## src/rtl/pulse_meter_if.sv

```systemverilog
// Bundles the measurement request, signal and result handshake of pulse_meter.
// The master side (consumer) drives the request/ack lines and the measured signal;
// the slave side (pulse_meter) returns the captured count and its status flags.
interface pulse_meter_if #(
  parameter int WIDTH = 32
);
  logic             sig;
  logic             mode;
  logic             arm;
  logic             ack;
  logic             clr;
  logic [WIDTH-1:0] q;
  logic             vld;
  logic             ovf;
  logic             busy;

  modport master (
    output sig, mode, arm, ack, clr,
    input  q, vld, ovf, busy
  );

  modport slave (
    input  sig, mode, arm, ack, clr,
    output q, vld, ovf, busy
  );
endinterface

```

## src/rtl/pulse_meter.sv

```systemverilog
// Cycle-accurate interval meter. The measured signal is synchronised by a
// two-flop chain with a third flop holding the previous synchronised value.
// Once armed, the first rise starts the count. The terminating edge then
// freezes the count into q and raises vld. The terminating edge is a fall in
// pulse-width mode and the next rise in period mode. Start and end edges see
// the same two-cycle synchroniser latency, so q is the true interval in clk
// cycles. The counter saturates rather than wrapping.
module pulse_meter #(
  parameter int WIDTH = 32
) (
  input  logic        clk,
  input  logic        rst,
  pulse_meter_if.slave bus
);

  typedef enum logic [1:0] {
    IDLE    = 2'd0,
    ARMED   = 2'd1,
    MEASURE = 2'd2,
    DONE    = 2'd3
  } state_t;

  localparam logic [WIDTH-1:0] ALL_ONES = '1;

  state_t           state;
  logic             s1;
  logic             s2;
  logic             s3;
  logic             rise;
  logic             fall;
  logic             end_edge;
  logic             mode_r;
  logic [WIDTH-1:0] cnt;
  logic [WIDTH-1:0] q_r;
  logic             vld_r;
  logic             ovf_r;
  logic             busy_r;

  // Bring sig into the clk domain and keep one cycle of history for edge detection.
  always_ff @(posedge clk or negedge rst) begin
    if (!rst) begin
      s1 <= 1'b0;
      s2 <= 1'b0;
      s3 <= 1'b0;
    end else begin
      s1 <= bus.sig;
      s2 <= s1;
      s3 <= s2;
    end
  end

  assign rise     = s2 & ~s3;
  assign fall     = ~s2 & s3;
  assign end_edge = mode_r ? rise : fall;

  // Measurement FSM: arm, wait for the start rise, count, then hold the result until acknowledged.
  always_ff @(posedge clk or negedge rst) begin
    if (!rst) begin
      state  <= IDLE;
      mode_r <= 1'b0;
      cnt    <= '0;
      q_r    <= '0;
      vld_r  <= 1'b0;
      ovf_r  <= 1'b0;
      busy_r <= 1'b0;
    end else if (bus.clr) begin
      state  <= IDLE;
      cnt    <= '0;
      q_r    <= '0;
      vld_r  <= 1'b0;
      ovf_r  <= 1'b0;
      busy_r <= 1'b0;
    end else begin
      case (state)
        IDLE: begin
          if (bus.arm) begin
            state  <= ARMED;
            mode_r <= bus.mode;
            busy_r <= 1'b1;
          end
        end
        ARMED: begin
          if (rise) begin
            state <= MEASURE;
            cnt   <= {{(WIDTH-1){1'b0}}, 1'b1};
          end
        end
        MEASURE: begin
          if (end_edge) begin
            state  <= DONE;
            q_r    <= cnt;
            ovf_r  <= (cnt == ALL_ONES);
            vld_r  <= 1'b1;
            busy_r <= 1'b0;
          end else if (cnt != ALL_ONES) begin
            cnt <= cnt + {{(WIDTH-1){1'b0}}, 1'b1};
          end
        end
        DONE: begin
          if (bus.ack) begin
            vld_r <= 1'b0;
            if (bus.arm) begin
              state  <= ARMED;
              mode_r <= bus.mode;
              busy_r <= 1'b1;
            end else begin
              state <= IDLE;
            end
          end
        end
        default: begin
          state  <= IDLE;
          busy_r <= 1'b0;
          vld_r  <= 1'b0;
        end
      endcase
    end
  end

  assign bus.q    = q_r;
  assign bus.vld  = vld_r;
  assign bus.ovf  = ovf_r;
  assign bus.busy = busy_r;

endmodule

```

## src/flat_wrapper.sv

```systemverilog
// flat-port wrapper written by rule: the top's interface ports become plain ports
module pulse_meter_flat 
#(
  parameter int WIDTH = 32
)
  (clk, rst, bus_sig, bus_mode, bus_arm, bus_ack, bus_clr, bus_q, bus_vld, bus_ovf, bus_busy);
  pulse_meter_if #(.WIDTH(WIDTH)) bus_i ();
  input  logic clk;
  input  logic rst;
  input wire logic [$bits(bus_i.sig)-1:0] bus_sig;
  input wire logic [$bits(bus_i.mode)-1:0] bus_mode;
  input wire logic [$bits(bus_i.arm)-1:0] bus_arm;
  input wire logic [$bits(bus_i.ack)-1:0] bus_ack;
  input wire logic [$bits(bus_i.clr)-1:0] bus_clr;
  output wire logic [$bits(bus_i.q)-1:0] bus_q;
  output wire logic [$bits(bus_i.vld)-1:0] bus_vld;
  output wire logic [$bits(bus_i.ovf)-1:0] bus_ovf;
  output wire logic [$bits(bus_i.busy)-1:0] bus_busy;
  assign bus_i.sig = bus_sig;
  assign bus_i.mode = bus_mode;
  assign bus_i.arm = bus_arm;
  assign bus_i.ack = bus_ack;
  assign bus_i.clr = bus_clr;
  assign bus_q = bus_i.q;
  assign bus_vld = bus_i.vld;
  assign bus_ovf = bus_i.ovf;
  assign bus_busy = bus_i.busy;
  pulse_meter #(.WIDTH(WIDTH)) u_core (.clk(clk), .rst(rst), .bus(bus_i));
endmodule
```

## config.mk

```make
export PLATFORM = sky130hd
export DESIGN_NAME = pulse_meter_flat
export DESIGN_NICKNAME = d
export VERILOG_FILES = /design/src/rtl/pulse_meter_if.sv /design/src/rtl/pulse_meter.sv /design/src/flat_wrapper.sv
export SDC_FILE = /design/constraint.sdc
export NUM_CORES = 1
export LEC_CHECK = 0
export ABC_CLOCK_PERIOD_IN_PS = 5500
export CAP_MARGIN = 20
export CORE_MARGIN = 2
export CORE_UTILIZATION = 55
export DETAILED_ROUTE_END_ITERATION = 8
export PLACE_DENSITY_LB_ADDON = 0.08
export SYNTH_ARGS = -nofsm -noshare
export SYNTH_HDL_FRONTEND = slang
export SYNTH_SLANG_ARGS = --single-unit
```

## constraint.sdc

```tcl
create_clock -name clk -period 5.5 [get_ports clk]
set_input_delay 0.55 -clock clk [delete_from_list [all_inputs] [get_ports clk]]
set_output_delay 0.55 -clock clk [all_outputs]
set_load 0.05 [all_outputs]
```

==> implementation parameters <==
Parameter                              Value

Run status
  Run status    complete, but fails checks
  Failing checks    DRC

Synth
  Cells after synthesis    approximately 350
  Fraction of the yosys area taken by sequential cells    between 40% and 50%
  Cell area after technology mapping    ~0.0037 mm^2
  Synthesized Nets    ~370
  Count of state elements after synthesis    73
  Synth area leader    sky130_fd_sc_hd__dfrtp_1
  Yosys Warn Count    0
  Synth cell types    52
  Mean instance size in the synthesized netlist    approximately 10 um^2
  Synth area leaders    sky130_fd_sc_hd__dfrtp_1 (50%), sky130_fd_sc_hd__a22o_1 (7.6%), sky130_fd_sc_hd__a31oi_1 (4.3%)
  Predominant post-synthesis flop cell    sky130_fd_sc_hd__dfrtp_1
  Share of async-settable or async-resettable flops after synthesis    100%
  Library cell with the highest instance count after synthesis    sky130_fd_sc_hd__dfrtp_1
  Area share of the largest cell type after synthesis    49.7%
  EDFF count, synth    0
  Commonest cells in the synthesized netlist    sky130_fd_sc_hd__dfrtp_1 (73), sky130_fd_sc_hd__a22o_1 (32), sky130_fd_sc_hd__nand2_1 (27)

Drt
  DR pass1 iterations    7
  Number of vias in the routed layout    between 3000 and 4000
  DRC    6
  Via density per instance    about 6.5
  Detailed router's first-iteration violation count    a little under 300
  Antenna violation net count after detailed routing    0
  Per-cell routed wire length    18.4 um
  Post-Route WL    ~8.5 mm

Place
  Post-Place Cells    between 400 and 500
  Post-DP HPWL    5.53 mm
  Final weighted congestion of routability-driven global placement    0.952
  Port Buf Inserts    41

Timing
  Number of hold-slack violations in the final timing report    0
  Total Negative Setup Slacks    0 ns
  Tcrit/Tclk final    between 50% and 60%
  Worst Max-Slew Pin Slew    0.953 ns
  # setup viols final    0
  Clock period minus worst slack    between 3 and 4 ns
  Max Transition Viols Final    0
  Worst Clk Skew    a little under 0.01 ns
  Max frequency    ~320 MHz
  Max-slew headroom    36.3%
  Setup repair after global routing missed its margin    no

Cells and area
  Antenna cells    0
  Register area    around 0.0018 mm^2
  Layout Cells excl Fill    464
  Share of post-route cells with drive strength above 1    just over 8%
  Final core occ    roughly two thirds
  Final net count    between 300 and 400
  Area growth syn-to-layout    16.3%
  FILL cells    527
  Footprint of the multi-input gates    0.00167 mm^2

Global routing
  Total GRT Usage    about a quarter
  Overflow after GRT    0
  Antenna violations before repair    0
  Wire length of the first global-routing pass    ~15 mm
  Largest net degree at the start of global routing    74
  Vias in the first global route    between 2000 and 3000

Clock tree
  Maximum level of the CTS H-tree    3
  Cts-stage hold buffer count    0
  Clock slew seen by the registers of the worst setup and hold paths    0.07 ns
  Skew-Pair Late Insertion Delay    approximately 0.35 ns
  Number of resized instances in the post-cts repair step    0
  Cell chosen for the clock root    sky130_fd_sc_hd__clkbuf_8
  TritonCTS clock tree    built
  Bufs on Longest Clock Path    2
  Count of clock tree sinks    73
  CTS buffer count    9
  Postcts setup bufs    0

Worst setup path
  Cell Chain, Critical Path    ha_1 -> nand3_4 -> nor4_4 -> and4_1 -> nor2_4 -> mux2_4
  Master of the slowest instance on the critical path    sky130_fd_sc_hd__and4_1
  Register-to-register setup slack    ~2.4 ns
  CP delay by family, top    simple AND/OR/NAND/NOR gates
  Critical path type    reg -> reg
  Largest fanout on the critical path    18
  Critical Path Source Type    register
  Data arrival time of the worst path    roughly 3.4 ns
  Data required time of the worst path    about 5.7 ns
  Critical Path Sink Type    register
  Maximum cell stage delay along the critical path    around 0.8 ns
  Crit path buffers/inverters    0

Floorplan
  Die span in y    85.8 um
  Initial cell density of the core    57.2%
  Floorplan row count    29
  Core Area    approximately 0.0064 mm^2
  Die ar.    between 0.007 and 0.008 mm^2
  Top-Level Pins    42
  Width of the die    around 86 um

Hold path
  Min-Delay Path Class    reg -> reg

Pwr
  Power per standard cell area    between 300 and 400 mW/mm^2
  Maximum vdd ir drop    between 0.2 and 0.25 mV
  Tot Pwr    1330 uW
  LEAKAGE    between 0.0015 and 0.002 uW

Flow run
  Max Cap Violations    0
## worst paths after layout
path                          startpoint               to  depth (start not counted)
setup / recovery           u_core.cnt[0]    u_core.cnt[0]                          6
hold / removal                 u_core.s1        u_core.s2                          0
setup reg to reg           u_core.cnt[0]    u_core.cnt[0]                          6
hold reg to reg                u_core.s1        u_core.s2                          0
max in group asynchronous            rst   u_core.cnt[12]                          2
min in group asynchronous            rst  u_core.bus.q[7]                          2
## final cells by class
cell class / instances / area share [%]
sequential: 73 / 42.7
tap: 77 / 2.25
multi-input combinational: 242 / 39.1
inverter: 12 / 1.05
clock inverter: 2 / 0.820
timing repair buffer: 44 / 10.0
clock buffer: 14 / 4.04
## placed cells by master (no fill, tap or decap), drive strengths merged, types with 2 or more instances in the layout
master          n
a211o           2
o41ai           2
clkbuf         14
nor3            4
buf             4
a31oi          26
a211oi          3
nor2b           2
mux2            2
o31a            5
a41oi           3
and2            2
o21a            3
nor4            9
dfrtp          73
nand3          15
nor2           18
nand2b          5
ha              6
and4            4
clkdlybuf4s50  40
nand4          11
mux2i           2
o21ai          16
and3            7
a22o           32
inv            12
a21oi          11
nand2          27
o31ai          12
## layer usage
layer	part of all wire, %	GRT usage (%)	vias up	wire (um)
met1	47	36.9	1481	4030
met5	0	0	-	0
met3	6.5	6.93	12	552
met2	45	36.4	129	3850
met4	1.0	8.23	0	85
li1	-	-	1412	-
## flip-flops by register name, summed over array words and instances, names as in the netlist
register / flops
u_core.bus.q: 32
u_core.s2: 1
u_core.bus.vld: 1
u_core.bus.ovf: 1
u_core.mode_r: 1
u_core.cnt: 32
u_core.bus.busy: 1
u_core.s1: 1
u_core.s3: 1
u_core.state: 2
## cells by family (layout without fill, tap and decap cells)
| logic type | after synthesis | count (layout) | share of synthesized area (%) |
|---|---|---|---|
| buf+inv | 37 | 72 | 5.04 |
| flops | 73 | 73 | 49.7 |
| mux | 4 | 4 | 1.26 |
| fa+ha+maj | 6 | 6 | 2.04 |
| compound gates | 124 | 124 | 24.6 |
| simple gates | 108 | 108 | 17.3 |
## power by group
part | switching (uW) | internal (uW) | total, uW | leakage (uW)
logic | 194 | 99.5 | 293 | 0.000702
clock network | 192 | 247 | 438 | 0.000107
registers | 36.8 | 566 | 602 | 0.00100
## stage by stage
stage	hold WS, ns	worst slack [ns]	cell area, um^2
final	0.354	2.36	4270
after global routing	0.359	2.21	4270
after CTS	0.357	2.38	4270
after detailed placement	0.340	2.18	4070
after global placement	0.334	2.26	4070
after floorplan	0.254	3.39	3680
Note: power is estimated with default switching activity, not from simulation.
